<file path="src/rtl/mult_div_unit.sv">
// mult_div_unit: iterative multiply/divide unit with HI/LO registers for the MIPS datapath.
// Handles R-type mult, multu, div, divu, mthi and mtlo through a start/busy/done handshake.
// Optional feature macro MDU_DIV_EN: when defined, the restoring divider is compiled in;
// when undefined, div/divu complete after one busy cycle and leave HI/LO unchanged.
module mult_div_unit #(
    parameter int WIDTH = 32
) (
    input  logic             clk,
    input  logic             reset,
    input  logic             start,
    input  logic             flush,
    input  logic [5:0]       OpCode,
    input  logic [5:0]       Funct,
    input  logic [WIDTH-1:0] a,
    input  logic [WIDTH-1:0] b,
    output logic             busy,
    output logic             done,
    output logic [WIDTH-1:0] hi,
    output logic [WIDTH-1:0] lo
);

    localparam int CW = $clog2(WIDTH + 1);

    typedef enum logic [1:0] {IDLE, CALC, FIX} state_t;
    typedef enum logic [1:0] {FIX_MULT, FIX_DIV, FIX_RAW, FIX_NONE} fix_t;

    state_t           state_q, state_d;
    fix_t             fix_q, fix_d;
    logic [CW-1:0]    cnt_q, cnt_d;
    logic [WIDTH-1:0] acc_q, acc_d;
    logic [WIDTH-1:0] mq_q, mq_d;
    logic [WIDTH-1:0] mcand_q, mcand_d;
    logic             neg_res_q, neg_res_d;
    logic [WIDTH-1:0] hi_q, hi_d;
    logic [WIDTH-1:0] lo_q, lo_d;
    logic             busy_q, busy_d;
    logic             done_q, done_d;

    // Instruction decode, only meaningful while the unit is idle and not being flushed
    logic accept, is_signed, is_mult, is_div, is_mthi, is_mtlo;
    assign accept    = start && (state_q == IDLE) && !flush && (OpCode == 6'h00);
    assign is_signed = ~Funct[0];
    assign is_mult   = accept && ((Funct == 6'h18) || (Funct == 6'h19));
    assign is_div    = accept && ((Funct == 6'h1a) || (Funct == 6'h1b));
    assign is_mthi   = accept && (Funct == 6'h11);
    assign is_mtlo   = accept && (Funct == 6'h13);

    // Operand magnitudes; the most negative value maps to 2^(WIDTH-1), which fits unsigned
    logic [WIDTH-1:0] a_mag, b_mag;
    logic             a_neg, b_neg;
    assign a_neg = is_signed && a[WIDTH-1];
    assign b_neg = is_signed && b[WIDTH-1];
    assign a_mag = a_neg ? -a : a;
    assign b_mag = b_neg ? -b : b;

    // Shift-add step: conditionally add the multiplicand into the upper half, then shift right
    logic [WIDTH:0]     sum;
    logic [2*WIDTH-1:0] prod, prod_fix;
    assign sum      = {1'b0, acc_q} + (mq_q[0] ? {1'b0, mcand_q} : '0);
    assign prod     = {acc_q, mq_q};
    assign prod_fix = neg_res_q ? -prod : prod;

`ifdef MDU_DIV_EN
    logic             neg_rem_q, neg_rem_d;
    logic [WIDTH:0]   shifted;
    logic [WIDTH-1:0] diff, quo_fix, rem_fix;
    logic             ge;
    // Restoring step: shift the next dividend bit into the remainder and try the subtraction
    assign shifted = {acc_q, mq_q[WIDTH-1]};
    assign ge      = shifted >= {1'b0, mcand_q};
    assign diff    = shifted[WIDTH-1:0] - mcand_q;
    assign quo_fix = neg_res_q ? -mq_q : mq_q;
    assign rem_fix = neg_rem_q ? -acc_q : acc_q;
`endif

    // State and datapath registers with asynchronous clear
    always_ff @(posedge clk or posedge reset) begin
        if (reset) begin
            state_q   <= IDLE;
            fix_q     <= FIX_NONE;
            cnt_q     <= '0;
            acc_q     <= '0;
            mq_q      <= '0;
            mcand_q   <= '0;
            neg_res_q <= 1'b0;
            hi_q      <= '0;
            lo_q      <= '0;
            busy_q    <= 1'b0;
            done_q    <= 1'b0;
`ifdef MDU_DIV_EN
            neg_rem_q <= 1'b0;
`endif
        end else begin
            state_q   <= state_d;
            fix_q     <= fix_d;
            cnt_q     <= cnt_d;
            acc_q     <= acc_d;
            mq_q      <= mq_d;
            mcand_q   <= mcand_d;
            neg_res_q <= neg_res_d;
            hi_q      <= hi_d;
            lo_q      <= lo_d;
            busy_q    <= busy_d;
            done_q    <= done_d;
`ifdef MDU_DIV_EN
            neg_rem_q <= neg_rem_d;
`endif
        end
    end

    // Next-state logic: divide by zero (or a disabled divider) skips straight to FIX
    always_comb begin
        state_d = state_q;
        case (state_q)
            IDLE: begin
                if (is_mult) begin
                    state_d = CALC;
                end else if (is_div) begin
`ifdef MDU_DIV_EN
                    state_d = (b == '0) ? FIX : CALC;
`else
                    state_d = FIX;
`endif
                end
            end
            CALC: begin
                if (flush) begin
                    state_d = IDLE;
                end else if (cnt_q == CW'(WIDTH - 1)) begin
                    state_d = FIX;
                end
            end
            FIX:     state_d = IDLE;
            default: state_d = IDLE;
        endcase
    end

    // Datapath and output logic: operand latching, one iteration per CALC cycle, HI/LO writeback in FIX
    always_comb begin
        fix_d     = fix_q;
        cnt_d     = cnt_q;
        acc_d     = acc_q;
        mq_d      = mq_q;
        mcand_d   = mcand_q;
        neg_res_d = neg_res_q;
        hi_d      = hi_q;
        lo_d      = lo_q;
        done_d    = 1'b0;
        busy_d    = (state_d != IDLE);
`ifdef MDU_DIV_EN
        neg_rem_d = neg_rem_q;
`endif
        case (state_q)
            IDLE: begin
                if (is_mthi) hi_d = a;
                if (is_mtlo) lo_d = a;
                if (is_mult) begin
                    mcand_d   = a_mag;
                    mq_d      = b_mag;
                    acc_d     = '0;
                    cnt_d     = '0;
                    neg_res_d = a_neg ^ b_neg;
                    fix_d     = FIX_MULT;
                end
                if (is_div) begin
`ifdef MDU_DIV_EN
                    if (b == '0) begin
                        acc_d = a;
                        mq_d  = '1;
                        fix_d = FIX_RAW;
                    end else begin
                        mcand_d   = b_mag;
                        mq_d      = a_mag;
                        acc_d     = '0;
                        cnt_d     = '0;
                        neg_res_d = a_neg ^ b_neg;
                        neg_rem_d = a_neg;
                        fix_d     = FIX_DIV;
                    end
`else
                    fix_d = FIX_NONE;
`endif
                end
            end
            CALC: begin
                if (!flush) begin
                    cnt_d = cnt_q + CW'(1);
                    if (fix_q == FIX_MULT) begin
                        acc_d = sum[WIDTH:1];
                        mq_d  = {sum[0], mq_q[WIDTH-1:1]};
                    end
`ifdef MDU_DIV_EN
                    else begin
                        acc_d = ge ? diff : shifted[WIDTH-1:0];
                        mq_d  = {mq_q[WIDTH-2:0], ge};
                    end
`endif
                end
            end
            FIX: begin
                if (!flush) begin
                    done_d = 1'b1;
                    case (fix_q)
                        FIX_MULT: begin
                            hi_d = prod_fix[2*WIDTH-1:WIDTH];
                            lo_d = prod_fix[WIDTH-1:0];
                        end
`ifdef MDU_DIV_EN
                        FIX_DIV: begin
                            hi_d = rem_fix;
                            lo_d = quo_fix;
                        end
                        FIX_RAW: begin
                            hi_d = acc_q;
                            lo_d = mq_q;
                        end
`endif
                        default: ;
                    endcase
                end
            end
            default: ;
        endcase
    end

    assign busy = busy_q;
    assign done = done_q;
    assign hi   = hi_q;
    assign lo   = lo_q;

endmodule

</file>
<file path="config.mk">
export PLATFORM = sky130hd
export DESIGN_NAME = mult_div_unit
export DESIGN_NICKNAME = d
export VERILOG_FILES = /design/src/rtl/mult_div_unit.sv
export SDC_FILE = /design/constraint.sdc
export NUM_CORES = 1
export LEC_CHECK = 0
export CAP_MARGIN = 30
export CORE_MARGIN = 4
export CORE_UTILIZATION = 42
export CTS_CLUSTER_DIAMETER = 50
export DETAILED_ROUTE_END_ITERATION = 8
export PLACE_DENSITY = 0.62
export REMOVE_ABC_BUFFERS = 1
export SLEW_MARGIN = 0
export SYNTH_ARGS = -nofsm -noshare
export SYNTH_HDL_FRONTEND = slang
export SYNTH_SLANG_ARGS = --single-unit
export TNS_END_PERCENT = 100
</file>
<file path="constraint.sdc">
create_clock -name clk -period 6.71 [get_ports clk]
set_input_delay 1.6775 -clock clk [delete_from_list [all_inputs] [get_ports clk]]
set_output_delay 1.6775 -clock clk [all_outputs]
set_load 0.01 [all_outputs]
</file>
# Word level (Yosys, flattened, before mapping)
# Cells that the tools add are included.
# classes
n_reduce_logical	25
n_bitwise	2
n_eq_ne	16
addsub	5
n_mux	32
# ops
cell	count
2-to-1 mux 32 bit	15
one-hot mux 32 bit (2 select lines)	4
2-to-1 mux 64 bit	1
negation 32 bit	2
negation 64 bit	1
equality test 6 x 5 -> 1 bit (second input constant)	7
adder 32 x 32 -> 33 bit	1
inequality test 2 bit (second input constant)	7
2-to-1 mux 2 bit	6
2-to-1 mux 6 bit	2
one-hot mux 6 bit (2 select lines)	1
AND reduction 4 bit	3
logical AND 1 bit	9
nonzero test 2 bit	4
adder 6 x 1 -> 6 bit (second input constant)	1
logical NOT 6 bit	1
logical NOT 2 bit	2
one-hot mux 2 bit (2 select lines)	1
AND reduction 2 bit	2
AND reduction 3 bit	1
equality test 2 x 1 -> 1 bit (second input constant)	1
equality test 2 bit (second input constant)	1
logical OR 1 bit	2
2-to-1 mux 1 bit	2
3 further kinds	3
# totals
word_cells	91
in_bits	80
reg_bits	173

# Longest topological paths before layout
# Gate-level depths: netlist (run 1).
# logic_depth
word_depth	9
ltp_mapped	14
depth_no_buf	12

# Worst setup path before layout (run 1)
# OpenSTA, ideal clock, no wires.
# synth_path
path_kind	input port to flip-flop
start	input b[8]
end	register mq_q[26]
setup_time_ps	94
setup_slack_ps	2688
arrival_ps	3928
n_path_buf	0
cell_stages	7
cell_sequence	or4_1 -> nor3_1 -> nand4_1 -> or4_1 -> o31ai_1 -> xor2_1 -> a211oi_1
# synth_between
elab_chain_cells	4
# synth_rtl
element	line_no	text
start: declaration	15	input logic [WIDTH-1:0] b,
negation 32 bit	54	assign b_mag = b_neg ? -b : b;
2-to-1 mux 32 bit	54	
2-to-1 mux 32 bit	157	if (is_mult) begin
one-hot mux 32 bit (2 select lines)	153	case (state_q)
end signal: assignment	98	mq_q <= mq_d;
end: declaration	31	logic [WIDTH-1:0] mq_q, mq_d;
# Every way passes these cells. The select of a mux whose other input is x is not followed.
# A chain may end at the register's enable or synchronous reset.

# Worst setup path after layout (run 1)
# layout_path
start	input b[6]
end	register mq_q[29]
# Same word-level chain as after synthesis.

==> results of run 1 <==
## layer usage
layer,up-vias,part of all wire,track usage
li1,5388,-,-
met1,5303,0.46,0.341
met5,-,0,0
met4,0,0.027,0.0705
met2,345,0.46,0.373
met3,55,0.056,0.0338
## cells in the mapped netlist (all sizes together), types with 4 or more instances
| cell | n |
|---|---|
| xor2 | 58 |
| nor2 | 164 |
| mux2i | 5 |
| nor4 | 18 |
| xnor2 | 83 |
| and2 | 36 |
| nor3b | 10 |
| o21ai | 154 |
| a31oi | 13 |
| clkbuf | 74 |
| nor3 | 32 |
| or2 | 5 |
| dfrtp | 171 |
| o211ai | 5 |
| o41ai | 11 |
| nand2b | 11 |
| o21bai | 6 |
| or4 | 17 |
| a21oi | 91 |
| nand2 | 186 |
| o21a | 6 |
| nand3 | 32 |
| a21o | 18 |
| a221oi | 12 |
| nor4b | 4 |
| a22oi | 5 |
| buf | 8 |
| inv | 35 |
| a211oi | 15 |
| nor2b | 7 |
| ha | 36 |
| o31ai | 57 |
| and3 | 5 |
| or3 | 19 |
| nand4 | 15 |
## cells by family after synthesis
kind of cell / count (synthesis) / synth area share
adders and majority gates: 37 / 0.0398
and+or+nand+nor: 573 / 0.231
buffers and inverters: 117 / 0.0412
AOI/OAI and AO/OA: 413 / 0.214
muxes: 6 / 0.00519
xor gates and xnor gates: 141 / 0.104
DFF: 172 / 0.364
## worst max-delay path, stage by stage
cell and delay (ns):
sky130_fd_sc_hd__clkdlybuf4s50_1 0.47, sky130_fd_sc_hd__or4_1 0.57, sky130_fd_sc_hd__nor3_1 0.55, sky130_fd_sc_hd__nand4_1 0.33, sky130_fd_sc_hd__nor4_1 0.66, sky130_fd_sc_hd__a21oi_1 0.18
sky130_fd_sc_hd__xnor2_1 0.19, sky130_fd_sc_hd__a21oi_1 0.08, sky130_fd_sc_hd__a21o_1 0.16
## final cells by class
class	instances	area (um2)	area share
timing repair buffer	162	1640	0.115
inverter	35	136	0.00961
clock buffer	18	429	0.0303
clock inverter	14	148	0.0104
multi-input combinational	1170	7060	0.497
sequential	172	4310	0.304
tap	378	473	0.0333
## worst paths after layout
path                                        startpoint  slack [ns]                      to  cells after the start
worst min-delay path            mcand_q[9]$_DFFE_PP0P_        0.48  mcand_q[9]$_DFFE_PP0P_                      2
worst max register to register     mq_q[0]$_DFFE_PP0P_        2.48   acc_q[29]$_DFFE_PP0P_                     13
worst min register to register  mcand_q[9]$_DFFE_PP0P_        0.48  mcand_q[9]$_DFFE_PP0P_                      2
max in group asynchronous                        reset        4.45    fix_q[0]$_DFFE_PP1P_                      3
min in group asynchronous                        reset        1.55  mcand_q[9]$_DFFE_PP0P_                      2
worst max-delay path                              b[6]        2.19    mq_q[29]$_DFFE_PP0P_                      9
## state kept, by name, summed over array words and instances, names as in the netlist, 2 cells and up
| name | flops |
|---|---|
| cnt_q | 6 |
| hi | 32 |
| acc_q | 32 |
| lo | 32 |
| state_q | 2 |
| mcand_q | 32 |
| mq_q | 32 |
## power breakdown
part	total (mW)	internal, mW	switching [mW]	leakage, nW
Combinational	0.261	0.117	0.144	3.24
Sequential	1.08	1.05	0.0304	2.30
Clock	0.988	0.497	0.491	0.276
## per-stage QoR
step / hold slack (ns) / power [mW]
global route: 0.504 / 2.42
global placement: 0.455 / 1.36
detailed placement: 0.464 / 1.36
finish: 0.476 / 2.33
floorplan: 0.442 / 1.23
CTS: 0.480 / 2.34
==> results.sh, run 1 <==
export IMPL_tritoncts_num_buffers=17
export IMPL_detailroute_via_count=11100
export IMPL_synth_edf_count=0
export IMPL_layout_nets=1675
export IMPL_syn_cell_area_mm2=0.0118
export IMPL_synthDistinctLibCells=68
export IMPL_ys_warnings_count=0
export IMPL_max_clock_freq_mhz=221
export IMPL_synthTopCellsByArea="sky130_fd_sc_hd__dfrtp_1 36%, sky130_fd_sc_hd__o21ai_0 6.5%, sky130_fd_sc_hd__xnor2_1 6.2%"
export IMPL_floorplan_initialDensity=0.425
export IMPL_grt_setup_unrepaired="false"
export IMPL_root_buffer="sky130_fd_sc_hd__clkbuf_16"
export IMPL_synthToLayoutAreaGrowth_pct=20.0
export IMPL_tritoncts_clock_tree="done"
export IMPL_power_density_mw_per_mm2=164
export IMPL_route_final_wire_length_mm=36.7
export IMPL_final_period_minus_worst_setup_slack_ns=4.52
export IMPL_final_critical_path_setup_slack_ns=2.19
export IMPL_grt_first_pass_wirelength_mm=58.7
export IMPL_slew_violations=0
export IMPL_place_hpwl_mm=27.6
export IMPL_layout_worst_path_cycle_share=0.674
export IMPL_number_of_global_route_vias_before_repair=10600
export IMPL_detail_route_vias_per_cell=5.69
export IMPL_path_clk_slew_ns=0.08
export IMPL_die_width_um=176
export IMPL_holdCritPathClass="flop to flop"
export IMPL_startpoint_type="primary input"
export IMPL_fp_row_count=61
export IMPL_worst_ep_required_time_ns=7.05
export IMPL_drt_drc_violations_left=0
export IMPL_area_enclosed_by_the_die_boundary_mm2=0.0309
export IMPL_synth_area_leader_cell="sky130_fd_sc_hd__dfrtp_1"
export IMPL_finalNonFillerCells=1949
export IMPL_htreeDepth=4
export IMPL_ys_async_sr_fraction=1.00
export IMPL_drtPass1Iterations=6
export IMPL_final_cell_area_mm2=0.0142
export IMPL_synth_cells=1459
export IMPL_antenna_found_initial=0
export IMPL_cp_max_fo=7
export IMPL_core_area_mm2=0.0278
export IMPL_timing_final_hold_violations=0
export IMPL_cts_path_max_buffers=2
export IMPL_placement_setup_worst_slack_ns=1.80
export IMPL_run_status="finished, final reports clean"
export IMPL_synth_seq_area_share=0.364
export IMPL_grt_max_degree=98
export IMPL_die_y_um=176
export IMPL_netlist_area_leader_share=0.362
export IMPL_timing_max_cap_violations=0
export IMPL_tightest_slew_ns=0.991
export IMPL_clock_latency_ns=0.44
export IMPL_post_drt_wl_per_cell_um=18.8
export IMPL_synth_flop_cell="sky130_fd_sc_hd__dfrtp_1"
export IMPL_max_vdd_ir_drop_uv=168
export IMPL_data_arrival_time_of_the_critical_path_ns=4.86
export IMPL_final_util=0.511
export IMPL_floorplan_io_pins=146
export IMPL_slew_margin_rel=0.338
export IMPL_final_setup_skew_ns=0.0187
export IMPL_syn_avg_cell_area_um2=8.10
export IMPL_post_cts_repair_setup_buffers=0
export IMPL_path_class="primary input to flop"
export IMPL_antenna_violating_nets_left=0
export IMPL_share_of_cells_above_drive_strength_1=0.0484
export IMPL_total_leakage_power_nw=5.82
export IMPL_cts_sinks=172
export IMPL_setup_worst_path_end_class="flop"
export IMPL_cts_repair_resized=0
export IMPL_placedInstanceArea_mm2=0.0136
export IMPL_grt_ovfl_total=0
export IMPL_flops_latches_synth=172
export IMPL_initialDrtViolationCount=927
export IMPL_port_buffers=145
export IMPL_setup_violations=0
export IMPL_insertedDiodeCount=0
export IMPL_leading_cell_type_in_the_layout_fill_and_taps_excluded="sky130_fd_sc_hd__nand2_1"
export IMPL_cts_hold_repair_buffers=0
export IMPL_layout_common_cells="186 x sky130_fd_sc_hd__nand2_1, 170 x sky130_fd_sc_hd__dfrtp_1, 162 x sky130_fd_sc_hd__nor2_1"
export IMPL_num_fill_cells=2714
export IMPL_tns_ns=0
export IMPL_post_place_cells=1916
export IMPL_globalRouteTotalUtil=0.237
export IMPL_routabilityCongestion=0.877
Note: power is estimated with default switching activity, not from simulation.
==> run 2: changes to the inputs <==
--- a/config.mk
+++ b/config.mk
@@ -10,7 +10,7 @@
 export CORE_UTILIZATION = 42
 export CTS_CLUSTER_DIAMETER = 50
 export DETAILED_ROUTE_END_ITERATION = 8
-export PLACE_DENSITY = 0.62
+export PLACE_DENSITY = 0.59
 export REMOVE_ABC_BUFFERS = 1
 export SLEW_MARGIN = 0
 export SYNTH_ARGS = -nofsm -noshare
==> constraint.sdc (replaced) <==
create_clock -name clk -period 4.5 [get_ports clk]
set_input_delay 1.125 -clock clk [delete_from_list [all_inputs] [get_ports clk]]
set_output_delay 1.125 -clock clk [all_outputs]
set_load 0.01 [all_outputs]
==> run 2 against run 1 <==
Cell count grew 0.77%. Sequential share of layout area shrank 0.20 points. Non-clock buffer count grew 15. First-iteration DRC count is 6.1% higher. Critical path type is now flop to flop. Critical endpoint is now acc_q[28]$_DFFE_PP0P_. Cell area rose by 0.67%.
==> results.sh, run 2 (same netlist as run 1, synthesis figures left out) <==
export IMPL_drt_drc_violations_left=0
export IMPL_globalRouteTotalUtil=0.249
export IMPL_leading_cell_type_in_the_layout_fill_and_taps_excluded="sky130_fd_sc_hd__nand2_1"
export IMPL_antenna_violating_nets_left=0
export IMPL_grt_first_pass_wirelength_mm=61.0
export IMPL_floorplan_io_pins=146
export IMPL_cts_hold_repair_buffers=0
export IMPL_power_mw=3.52
export IMPL_tritoncts_num_buffers=17
export IMPL_floorplan_initialDensity=0.425
export IMPL_detail_route_vias_per_cell=5.65
export IMPL_path_class="flop to flop"
export IMPL_holdCritPathClass="flop to flop"
export IMPL_finalNonFillerCells=1964
export IMPL_layout_common_cells="186 x sky130_fd_sc_hd__nand2_1, 170 x sky130_fd_sc_hd__dfrtp_1, 162 x sky130_fd_sc_hd__nor2_1"
export IMPL_total_leakage_power_nw=5.89
export IMPL_final_util=0.514
export IMPL_slew_violations=0
export IMPL_tightest_slew_ns=0.886
export IMPL_fp_row_count=61
export IMPL_cp_max_fo=32
export IMPL_final_setup_skew_ns=0.0153
export IMPL_die_y_um=176
export IMPL_tns_ns=0
export IMPL_timing_final_hold_violations=0
export IMPL_route_final_wire_length_mm=38.6
export IMPL_number_of_global_route_vias_before_repair=10800
export IMPL_cts_sinks=172
export IMPL_core_area_mm2=0.0278
export IMPL_setup_violations=0
export IMPL_post_place_cells=1932
export IMPL_place_hpwl_mm=29.0
export IMPL_path_clk_slew_ns=0.07
export IMPL_post_drt_wl_per_cell_um=19.6
export IMPL_cts_repair_resized=0
export IMPL_synthToLayoutAreaGrowth_pct=20.8
export IMPL_post_cts_repair_setup_buffers=0
export IMPL_data_arrival_time_of_the_critical_path_ns=4.15
export IMPL_max_clock_freq_mhz=264
export IMPL_grt_ovfl_total=0
export IMPL_clock_latency_ns=0.44
export IMPL_run_status="finished, final reports clean"
export IMPL_port_buffers=145
export IMPL_die_width_um=176
export IMPL_detailroute_via_count=11100
export IMPL_power_density_mw_per_mm2=247
export IMPL_max_vdd_ir_drop_uv=230
export IMPL_grt_setup_unrepaired="false"
export IMPL_drtPass1Iterations=6
export IMPL_layout_worst_path_cycle_share=0.840
export IMPL_cts_path_max_buffers=2
export IMPL_antenna_found_initial=0
export IMPL_tritoncts_clock_tree="done"
export IMPL_layout_nets=1690
export IMPL_root_buffer="sky130_fd_sc_hd__clkbuf_16"
export IMPL_startpoint_type="flop"
export IMPL_setup_worst_path_end_class="flop"
export IMPL_share_of_cells_above_drive_strength_1=0.0574
export IMPL_final_period_minus_worst_setup_slack_ns=3.78
export IMPL_insertedDiodeCount=0
export IMPL_timing_max_cap_violations=0
export IMPL_area_enclosed_by_the_die_boundary_mm2=0.0309
export IMPL_worst_ep_required_time_ns=4.87
export IMPL_slew_margin_rel=0.408
export IMPL_htreeDepth=4
export IMPL_grt_max_degree=85
export IMPL_routabilityCongestion=0.913
export IMPL_initialDrtViolationCount=984
-- run 2: changes by cell type in the layout (fill, tap and decap cells not counted), sizes merged --
cell	previous run	this run
clkinv	5	3
buf	17	32
inv	42	43
bufinv	0	1
-- run 2: worst paths after layout --
check	from	end	slack [ns]	cells after the start
hold reg to reg	mcand_q[5]$_DFFE_PP0P_	mcand_q[5]$_DFFE_PP0P_	0.48	2
min in group asynchronous	reset	acc_q[12]$_DFFE_PP0P_	1.19	2
setup reg to reg	mq_q[0]$_DFFE_PP0P_	acc_q[28]$_DFFE_PP0P_	0.72	11
max in group asynchronous	reset	fix_q[0]$_DFFE_PP1P_	2.40	3
setup / recovery	mq_q[0]$_DFFE_PP0P_	acc_q[28]$_DFFE_PP0P_	0.72	11
hold / removal	mcand_q[5]$_DFFE_PP0P_	mcand_q[5]$_DFFE_PP0P_	0.48	2
-- run 2: metrics by stage --
stage | setup WS [ns] | cell area [um2] | hold slack, ns
after global routing | 0.529 | 14300 | 0.505
after floorplan | -1.28 | 11500 | 0.442
after CTS | 0.753 | 14300 | 0.479
after detailed placement | 0.504 | 13700 | 0.462
final | 0.718 | 14300 | 0.476
after global placement | 0.523 | 13700 | 0.456
-- run 2: critical path, stage by stage (launching register included) --
cell and delay [ns]:
sky130_fd_sc_hd__dfrtp_1 0.42, sky130_fd_sc_hd__buf_4 0.34, sky130_fd_sc_hd__and2_1 0.18, sky130_fd_sc_hd__ha_1 0.28, sky130_fd_sc_hd__a21o_1 0.21, sky130_fd_sc_hd__a31oi_1 0.23, sky130_fd_sc_hd__a21oi_1 0.16, sky130_fd_sc_hd__or3_1 0.45
sky130_fd_sc_hd__a31oi_1 0.48, sky130_fd_sc_hd__a31oi_1 0.20, sky130_fd_sc_hd__or4b_2 0.66, sky130_fd_sc_hd__nand3_1 0.10
-- run 2: area by class of cell --
type,instances,area [um2]
Clock buffer,18,429
Timing Repair Buffer,177,1720
Multi-Input combinational cell,1170,7060
Fill cell,2721,13500
Sequential cell,172,4310
Clock inverter,14,155
Inverter,35,136
Tap cell,378,473
-- run 2: per-layer routing --
metal	vias up	global-route usage	share of wire	wire, um
li1	5408	-	-	-
met2	348	0.401	0.47	18100
met5	-	0	0	0
met3	54	0.0306	0.042	1630
met4	0	0.0835	0.030	1150
met1	5290	0.349	0.46	17700
-- run 2: where the power goes --
part           switching [mW]  internal (mW)
sequential             0.0463           1.57
clock                   0.723          0.790
combinational           0.217          0.176
==> run 3: changes to the inputs <==
==> constraint.sdc (replaced) <==
create_clock -name clk -period 3.5 [get_ports clk]
set_input_delay 0.875 -clock clk [delete_from_list [all_inputs] [get_ports clk]]
set_output_delay 0.875 -clock clk [all_outputs]
set_load 0.01 [all_outputs]
==> run 3 against run 2 <==
First-iteration DRC count decreased by 1.2%. Count of clock-buffer cells in the layout unchanged. Sequential power increased by 29%. Via count increased by 1.6%. Core utilization increased by 1.8 points. Worst setup slack got worse by 0.59 ns. Non-clock buffer count increased by 54. Sequential share of layout area decreased by 0.99 points. Worst hold slack got worse by 0.00072 ns. Critical path depth decreased by 3. Die area unchanged. Register-to-register slack got worse by 0.59 ns. Critical endpoint is now hi[26]$_DFFE_PP0P_.
==> results.sh, run 3 (same netlist as run 1, synthesis figures left out) <==
export IMPL_run_status="finished, final reports clean"
export IMPL_leading_cell_type_in_the_layout_fill_and_taps_excluded="sky130_fd_sc_hd__nand2_1"
export IMPL_setup_reg_to_reg_worst_slack_ns=0.12
export IMPL_comb_power_frac=0.117
export IMPL_grt_first_pass_wirelength_mm=60.7
export IMPL_cts_sinks=172
export IMPL_fp_row_count=61
export IMPL_tritoncts_num_buffers=17
export IMPL_total_leakage_power_nw=6.18
export IMPL_grt_max_degree=84
export IMPL_path_clk_slew_ns=0.08
export IMPL_globalRouteTotalUtil=0.246
export IMPL_insertedDiodeCount=0
export IMPL_place_hpwl_mm=29.3
export IMPL_root_buffer="sky130_fd_sc_hd__clkbuf_16"
export IMPL_data_arrival_time_of_the_critical_path_ns=3.69
export IMPL_final_setup_skew_ns=0.0170
export IMPL_critical_path_reg2reg_startpoint="mq_q[26]$_DFFE_PP0P_"
export IMPL_die_width_um=176
export IMPL_timing_final_hold_violations=0
export IMPL_seq_power_share=0.452
export IMPL_path_class="flop to flop"
export IMPL_drtPass1Iterations=5
export IMPL_die_y_um=176
export IMPL_worst_ep_required_time_ns=3.81
export IMPL_floorplan_initialDensity=0.425
export IMPL_initialDrtViolationCount=972
export IMPL_tightest_slew_ns=0.671
export IMPL_post_cts_repair_setup_buffers=0
export IMPL_regArea_mm2=0.00431
export IMPL_timing_max_cap_violations=0
export IMPL_final_critical_path_setup_slack_ns=0.123
export IMPL_antenna_found_initial=0
export IMPL_port_buffers=145
export IMPL_grt_busiest_layer="met2"
export IMPL_clkPwrFrac=0.431
export IMPL_clock_latency_ns=0.45
export IMPL_cts_repair_resized=0
export IMPL_multiInputGateArea_mm2=0.00707
export IMPL_placedInstanceArea_mm2=0.0141
export IMPL_drt_drc_violations_left=0
export IMPL_depth_of_the_most_critical_reg_to_reg_path=8
export IMPL_layout_nets=1744
export IMPL_power_density_mw_per_mm2=310
export IMPL_detail_route_vias_per_cell=5.59
export IMPL_share_of_cells_above_drive_strength_1=0.0915
export IMPL_finalNonFillerCells=2018
export IMPL_detailroute_via_count=11300
export IMPL_cts_hold_repair_buffers=0
export IMPL_htreeDepth=4
export IMPL_post_place_cells=1985
export IMPL_slew_margin_rel=0.553
export IMPL_reg2reg_to="hi[26]$_DFFE_PP0P_"
export IMPL_grt_ovfl_total=0
export IMPL_layout_worst_path_cycle_share=0.965
export IMPL_startpoint_type="flop"
export IMPL_power_switching_mw=1.33
export IMPL_core_area_mm2=0.0278
export IMPL_max_clock_freq_mhz=296
export IMPL_internal_power_mw=3.25
export IMPL_setup_worst_path_end_class="flop"
export IMPL_tritoncts_clock_tree="done"
export IMPL_max_vdd_ir_drop_uv=330
export IMPL_final_cell_area_mm2=0.0148
export IMPL_tns_ns=0
export IMPL_whs_path_depth=2
export IMPL_area_enclosed_by_the_die_boundary_mm2=0.0309
export IMPL_route_final_wire_length_mm=38.3
export IMPL_hold_path_endpoint="mcand_q[17]$_DFFE_PP0P_"
export IMPL_setup_violations=0
export IMPL_global_route_track_usage_on_met1=0.347
export IMPL_hp_start="mcand_q[17]$_DFFE_PP0P_"
export IMPL_cts_path_max_buffers=2
export IMPL_placement_setup_worst_slack_ns=-0.0878
export IMPL_holdCritPathClass="flop to flop"
export IMPL_layout_common_cells="186 x sky130_fd_sc_hd__nand2_1, 169 x sky130_fd_sc_hd__dfrtp_1, 162 x sky130_fd_sc_hd__nor2_1"
export IMPL_slew_violations=0
export IMPL_groute_layer_met2_usage=0.395
export IMPL_antenna_violating_nets_left=0
export IMPL_netSwitchingFraction=0.290
export IMPL_number_of_global_route_vias_before_repair=11000
export IMPL_post_drt_wl_per_cell_um=19.0
export IMPL_final_period_minus_worst_setup_slack_ns=3.38
export IMPL_num_fill_cells=2702
export IMPL_cp_max_fo=5
export IMPL_synthToLayoutAreaGrowth_pct=24.9
export IMPL_routabilityCongestion=0.906
export IMPL_floorplan_io_pins=146
export IMPL_gr_usage_met3=0.0325
==> run 3: cell types whose count changed in the layout (fill, tap and decap cells not counted), moves of 2 or more <==
cell,change
sky130_fd_sc_hd__clkinv_4,+2
sky130_fd_sc_hd__clkinv_8,+5
sky130_fd_sc_hd__buf_12,+3
sky130_fd_sc_hd__inv_6,-3
sky130_fd_sc_hd__buf_4,+52
sky130_fd_sc_hd__clkinvlp_4,-2
==> run 3: power by group through the flow <==
stage | sequential (mW) | combinational, mW | clock [mW]
final | 2.07 | 0.535 | 1.98
after global routing | 2.08 | 0.593 | 2.09
after CTS | 2.07 | 0.536 | 2.01
after detailed placement | 2.11 | 0.532 | 0
after global placement | 2.11 | 0.530 | 0
after floorplan | 2.09 | 0.271 | 0
==> run 3: how the worst max path moves through the flow <==
stage / startpoint / end / slack [ns] / cells after the start
6_report: mq_q[26]$_DFFE_PP0P_ / hi[26]$_DFFE_PP0P_ / 0.12 / 8
5_1_grt: mq_q[0]$_DFFE_PP0P_ / acc_q[19]$_DFFE_PP0P_ / -0.02 / 13
4_1_cts: mq_q[0]$_DFFE_PP0P_ / hi[26]$_DFFE_PP0P_ / 0.09 / 10
3_5_place_dp: b[0] / mq_q[26]$_DFFE_PP0P_ / -0.09 / 10
3_3_place_gp: b[8] / mq_q[26]$_DFFE_PP0P_ / -0.03 / 8
2_1_floorplan: reset / acc_q[0]$_DFFE_PP0P_ / -2.03 / 1
==> run 3: stage by stage <==
stage	hold slack [ns]	total power, mW	util
floorplan	0.442	2.36	-
global placement	0.455	2.64	0.507
detailed placement	0.462	2.64	0.508
CTS	0.478	4.61	0.530
global route	0.505	4.76	0.532
finish	0.475	4.58	0.532
==> run 3: per-layer routing <==
metal	vias to the layer above	share of wire
li1	5531	-
met1	5380	0.47
met2	301	0.46
met3	64	0.048
met4	0	0.028
met5	-	0
==> run 3: worst max-delay path, cell delays in order (launching register included) <==
cell	delay (ns)
sky130_fd_sc_hd__dfrtp_1	0.44
sky130_fd_sc_hd__or4_4	0.54
sky130_fd_sc_hd__or4_4	0.48
sky130_fd_sc_hd__or4_4	0.46
sky130_fd_sc_hd__or3_4	0.38
sky130_fd_sc_hd__or4b_4	0.49
sky130_fd_sc_hd__a21oi_2	0.18
sky130_fd_sc_hd__xor2_1	0.17
sky130_fd_sc_hd__a21oi_1	0.09
==> run 3: area by class of cell <==
type,instances,share of cell area
clock inverters,14,0.0120
flip-flops and latches,172,0.292
repair buffers,231,0.146
well taps,378,0.0320
inverters,35,0.00924
clock buffers,18,0.0297
multi-input cells,1170,0.479
